==> config.mk <==
export PLATFORM = sky130hd
export DESIGN_NAME = pipe_ctrl
export DESIGN_NICKNAME = d
export VERILOG_FILES = /design/src/rtl/pipe_ctrl.sv
export SDC_FILE = /design/constraint.sdc
export NUM_CORES = 1
export LEC_CHECK = 0
export CORE_AREA = 2 2 69 71
export CTS_CLUSTER_SIZE = 28
export DETAILED_ROUTE_END_ITERATION = 10
export DIE_AREA = 0 0 71 73
export GPL_ROUTABILITY_DRIVEN = 1
export GPL_TIMING_DRIVEN = 0
export SYNTH_ARGS = -nofsm -noshare
export SYNTH_HDL_FRONTEND = slang
export SYNTH_SLANG_ARGS = --single-unit
==> constraint.sdc <==
create_clock -name clk -period 2.1 [get_ports clk]
set_input_delay 0.42 -clock clk [delete_from_list [all_inputs] [get_ports clk]]
set_output_delay 0.42 -clock clk [all_outputs]
set_load 0.01 [all_outputs]
==> src/rtl/pipe_ctrl.sv <==
// pipe_ctrl: pipeline sequencing controller for the 5-stage MIPS core.
//   Carries the decoded control word through ID/EX, EX/MEM and MEM/WB,
//   inserting bubbles for load-use hazards, flushing on taken branches/jumps,
//   and draining then stopping the pipe on halt.
//   Inputs : clk, rst_n (async active-low), id_op, id_ctr, id_rs/id_rt/id_rd,
//            ex_br_taken.
//   Outputs: ex_ctrl/ex_mem (ID/EX), mem_ctrl (EX/MEM), wb_ctrl (MEM/WB),
//            ex_wreg/mem_wreg/wb_wreg, pc_en, ifid_en, ifid_flush, halted.
//   Build option: define PIPE_LOADUSE_EN to enable the load-use stall;
//   otherwise the software scheduler is trusted to insert nops.
module pipe_ctrl (
  input  logic       clk,
  input  logic       rst_n,
  input  logic [5:0] id_op,
  input  logic [9:0] id_ctr,
  input  logic [4:0] id_rs,
  input  logic [4:0] id_rt,
  input  logic [4:0] id_rd,
  input  logic       ex_br_taken,
  output logic [3:0] ex_ctrl,
  output logic [3:0] ex_mem,
  output logic [3:0] mem_ctrl,
  output logic [1:0] wb_ctrl,
  output logic [4:0] ex_wreg,
  output logic [4:0] mem_wreg,
  output logic [4:0] wb_wreg,
  output logic       pc_en,
  output logic       ifid_en,
  output logic       ifid_flush,
  output logic       halted
);
`ifdef PIPE_LOADUSE_EN
  localparam logic LU_EN = 1'b1;
`else
  localparam logic LU_EN = 1'b0;
`endif
  typedef enum logic [1:0] {RUN, DRAIN, HALTED} state_t;
  state_t state, state_nx;
  logic [1:0] cnt, cnt_nx;
  logic [9:0] idex_c, exmem_c, memwb_c;
  logic [4:0] idex_w, exmem_w, memwb_w;
  logic run, flush, load_use, stall, halt_det, bubble;
  assign run      = state == RUN;
  // jump or taken branch sitting in EX kills the instruction in ID
  assign flush    = run & (idex_c[5] | (idex_c[4] & ex_br_taken));
  assign load_use = idex_c[3] & |idex_w & (idex_w == id_rs | idex_w == id_rt);
  assign stall    = LU_EN & run & ~flush & load_use;
  // a flushed instruction is never a halt
  assign halt_det = run & (id_op == 6'h3f) & ~flush & ~stall;
  assign bubble   = ~run | flush | stall | halt_det;
  always_comb begin
    state_nx   = state;
    cnt_nx     = cnt;
    pc_en      = run & ~stall & ~halt_det;
    ifid_en    = run & ~stall & ~halt_det;
    ifid_flush = flush;
    if (halt_det) begin
      state_nx = DRAIN;
      cnt_nx   = 2'd3;
    end else if (state == DRAIN) begin
      cnt_nx = cnt - 2'd1;
      if (cnt == 2'd1) state_nx = HALTED;
    end
  end
  always_ff @(posedge clk or negedge rst_n) begin
    if (!rst_n) begin
      state   <= RUN;
      cnt     <= 2'd0;
      idex_c  <= '0;
      idex_w  <= '0;
      exmem_c <= '0;
      exmem_w <= '0;
      memwb_c <= '0;
      memwb_w <= '0;
    end else begin
      state   <= state_nx;
      cnt     <= cnt_nx;
      idex_c  <= bubble ? 10'd0 : id_ctr;
      idex_w  <= bubble ? 5'd0 : (id_ctr[9] ? id_rd : id_rt);
      exmem_c <= idex_c;
      exmem_w <= idex_w;
      memwb_c <= exmem_c;
      memwb_w <= exmem_w;
    end
  end
  assign ex_ctrl  = idex_c[9:6];
  assign ex_mem   = idex_c[5:2];
  assign mem_ctrl = exmem_c[5:2];
  assign wb_ctrl  = memwb_c[1:0];
  assign ex_wreg  = idex_w;
  assign mem_wreg = exmem_w;
  assign wb_wreg  = memwb_w;
  assign halted   = state == HALTED;
endmodule

==> PnR_summary.wiki <==
{| class="wikitable"
! Metric !! Value
|-
| Horiz. Die Dim || just over 70 microns
|-
| Number of nets with antenna violations after routing || 0
|-
| Final WS setup || -0.255 ns
|-
| Crit Reg-Reg Endpoint || cnt[1]
|-
| Clock-pin slew on the worst setup and hold paths || approximately 0.070 ns
|-
| TritonCTS Sinks || 37
|-
| Mux share of post-synthesis cell area || 0.0386
|-
| Routed wire length || about 2500 microns
|-
| Drt drc || 0
|-
| Antenna violations before repair || 0
|-
| Max-capacitance violation count || 0
|-
| DR vias || 880
|-
| Maximum number of pins on one net before global-route repair || 38
|-
| Final Hold Vio Count || 0
|-
| Placed wire-length estimate || ~1900 microns
|-
| Multi-input gate area in the final layout || approximately 290 sq um
|-
| Sum of overflow across all layers after global routing || 0
|-
| Site row count || 25
|-
| Violations in the final reports || negative setup slack
|-
| Bufs and invs on worst path || 3
|-
| Area share of the leading cell type in the synthesized netlist || 0.715
|-
| Global-route wire length before repair || ~4000 microns
|-
| Xor/xnor share of the synthesized area || 0.00676
|-
| Classification of the worst setup path || input pin to output port
|-
| Clock skew after layout || around 0.0023 ns
|-
| Register area share after synthesis || 0.715
|-
| Setup repair after global routing missed its margin || yes
|-
| Synth Area in Adders || 0.00966
|-
| Detailed router's first-iteration violation count || 47
|-
| Final std cells w/o fill || 217
|-
| Synth-to-layout area growth || 64.3%
|-
| Ranking of synthesized cells by instance count || 37 x sky130_fd_sc_hd__dfrtp_1, 13 x sky130_fd_sc_hd__buf_4, 10 x sky130_fd_sc_hd__and2_1
|-
| Worst ir drop on vdd || approximately 0.28 mV
|-
| Number of flops mapped to enable cells by yosys || 0
|-
| Cell taking the most area after synthesis || sky130_fd_sc_hd__dfrtp_1
|-
| CTS HTree Levels || 2
|-
| Worst relative slew slack || 0.485
|-
| Worst-Margin Slew || roughly 0.77 ns
|-
| Global router's overall resource usage || 0.102
|-
| CP arrival || ~1.9 ns
|-
| CTS Root Buffer Type || sky130_fd_sc_hd__clkbuf_8
|-
| Detailed-route wire length per cell || between 10 and 15 microns
|-
| TNS Setup || -0.411 ns
|-
| Average vias per placed instance || 4.06
|-
| Status || finished with violations
|-
| Ratio of cells with drive above 1 in the final layout || 0.202
|-
| Proportion of synthesized flip-flops having asynchronous set or reset || 1.00
|-
| Area inside the core boundary || 4540 sq um
|-
| Port-buffer cells || 60
|-
| Number of cells produced by synthesis || around 90
|-
| Crit-path cells || dlygate4sd2_1, a2111oi_4, or3b_4, nor3b_4, buf_4, buf_6
|-
| Cts hold-fix bufs || 0
|-
| TritonCTS clock tree || yes
|-
| Post-layout total power || between 1 and 1.5 mW
|-
| Critical-path maximum fanout || 3
|-
| Critical path launch point type || input pin
|-
| Min cycle time layout || 2.35 ns
|-
| Starting density of the core || 0.286
|-
| Cell type group with the largest total delay on the critical path || simple AND/OR/NAND/NOR gates
|-
| Endpoint required time on the critical path || around 1.7 ns
|-
| Reg2Reg Launch Point || idex_c[5]
|-
| Number of buffers on the longest clock path || 2
|-
| Antenna fix cells || 0
|-
| Most common cell in the netlist || sky130_fd_sc_hd__dfrtp_1
|-
| Syn Area/Cell || approximately 14 sq um
|-
| Num CTS Buffers || 5
|-
| Leak pwr || between 1 and 1.5 nW
|-
| Sequential cell area || a little over 900 sq um
|-
| Reg-to-reg setup timing slack || about 0.56 ns
|-
| Final setup fails || 2
|-
| Placed Cells incl. Taps || between 200 and 250
|-
| Main combinational cell family by area after synthesis || simple AND/OR/NAND/NOR gates
|-
| Delay contributed by the slowest stage of the critical path || ~0.44 ns
|-
| Number of global-route vias before repair || ~900
|-
| Full die area || a little over 5000 sq um
|-
| Synth unique cells || 21
|-
| Part of the cycle the worst path needs || 1.12
|-
| Net total in the final layout || just under 200
|-
| Top-level I/O count || 67
|-
| Predominant post-synthesis flop cell || sky130_fd_sc_hd__dfrtp_1
|-
| Syn_nets || between 100 and 150
|-
| Die height || ~73 microns
|-
| GP Congestion || about 0.74
|-
| Top cells by area in the synthesized netlist || sky130_fd_sc_hd__dfrtp_1 71%, sky130_fd_sc_hd__buf_4 7.5%, sky130_fd_sc_hd__and2_1 4.8%
|-
| Number of storage elements in the synthesis netlist || 37
|-
| Compound-cell area share of the yosys netlist || 0.0406
|-
| Count of synthesis-stage warnings from yosys || 0
|-
| Insertion delay of the later-clocked pin in the worst-skew pair || ~0.28 ns
|-
| Count of TritonRoute iterations in the first routing pass || 3
|-
| Pins Over Slew Limit || 0
|-
| PD cells || ~660 nW/um^2
|-
| Setup Slack @ Placement || -0.848 ns
|-
| Class of the tightest hold or removal check || input pin to async pin
|-
| Crit end category || output port
|-
| Cell Area, Synth || about 1300 sq um
|-
| Standard cell with the maximum stage delay on the critical path || sky130_fd_sc_hd__or3b_4
|-
| Highest attainable clock frequency || approximately 420 MHz
|-
| FILL cells || approximately 420
|-
| Final hold slack || roughly 0.22 ns
|-
| Cell depth of the worst flop-to-flop path || 4
|-
| Share of synthesized cell area in and, or, nand and nor gates || 0.105
|}
==> timing repair <==
item / in CTS / in global routing
buffers inserted: 3 / 0
pin swaps: 1 / 0
gates resized for setup: 16 / 2
endpoints found under the setup margin: 3 / 3
hold endpoints to repair: 0 / 0
==> worst reg2reg max path, cell delays in order (launching register included) <==
cell                        delay, ns
sky130_fd_sc_hd__dfrtp_2         0.43
sky130_fd_sc_hd__a2111oi_4       0.37
sky130_fd_sc_hd__or3b_4          0.44
sky130_fd_sc_hd__buf_4           0.15
sky130_fd_sc_hd__o211ai_1        0.07
==> layout make-up <==
| class | instances | share of cell area |
|---|---|---|
| buffer | 14 | 0.0476 |
| clock buffer | 6 | 0.0388 |
| clock inverter | 2 | 0.0176 |
| inverter | 2 | 0.00353 |
| timing repair buffer | 63 | 0.289 |
| tap | 54 | 0.0317 |
| multi-input combinational | 39 | 0.135 |
| sequential | 37 | 0.437 |
==> registers in the layout, summed over array words and instances (netlist names) <==
register and cells:
state 2, wb_wreg 5, exmem_c 6, idex_c 10
memwb_c 2, ex_wreg 5, mem_wreg 5, cnt 2
==> how the worst max path moves through the flow <==
stage                        to  slack, ns  depth (start not counted)        start
after global routing      pc_en      -0.33                          5    idex_c[5]
after global placement    pc_en      -0.85                          6  ex_br_taken
after floorplan           pc_en       0.13                          4    idex_c[4]
final                     pc_en      -0.25                          6  ex_br_taken
after detailed placement  pc_en      -0.85                          6  ex_br_taken
after CTS                 pc_en      -0.26                          5    idex_c[5]
==> layout by cell type (no fill, tap or decap), types with 2 or more instances in the layout <==
cell                              count
sky130_fd_sc_hd__o21ai_0              2
sky130_fd_sc_hd__clkdlybuf4s50_1     55
sky130_fd_sc_hd__and2_1              10
sky130_fd_sc_hd__dfrtp_1             34
sky130_fd_sc_hd__nand2_1              4
sky130_fd_sc_hd__inv_1                2
sky130_fd_sc_hd__buf_4               16
sky130_fd_sc_hd__dfrtp_2              3
sky130_fd_sc_hd__buf_2                2
sky130_fd_sc_hd__mux2i_1              5
sky130_fd_sc_hd__nor2b_1              2
sky130_fd_sc_hd__nor2_1               5
sky130_fd_sc_hd__clkbuf_8             6
==> where the power goes <==
part	internal, mW	switching, mW	leakage, nW
Clock	0.386	0.237	0.0574
Sequential	0.712	0	0.508
Combinational	0.0471	0.0246	0.446
==> cell families (layout without fill, tap and decap cells) <==
| logic type | Yosys count | count (layout) |
|---|---|---|
| AOI/OAI and AO/OA | 7 | 7 |
| xor gates and xnor gates | 1 | 1 |
| adders and majority gates | 1 | 1 |
| buffers and inverters | 16 | 87 |
| DFF | 37 | 37 |
| muxes | 5 | 5 |
| and+or+nand+nor | 25 | 25 |
==> stage by stage <==
step	cell area [sq um]	utilization
2_1_floorplan	1290	-
3_3_place_gp	1960	0.433
4_1_cts	2120	0.468
5_1_grt	2130	0.469
6_report	2130	0.469
3_5_place_dp	1960	0.432
==> routing by layer <==
metal,vias to the layer above,track usage,routed length [microns]
li1,421,-,-
met1,407,0.108,1030
met2,48,0.177,1200
met3,4,0.0456,214
met4,0,0.0440,21
met5,-,0,0
(Power assumes the default switching activity.)
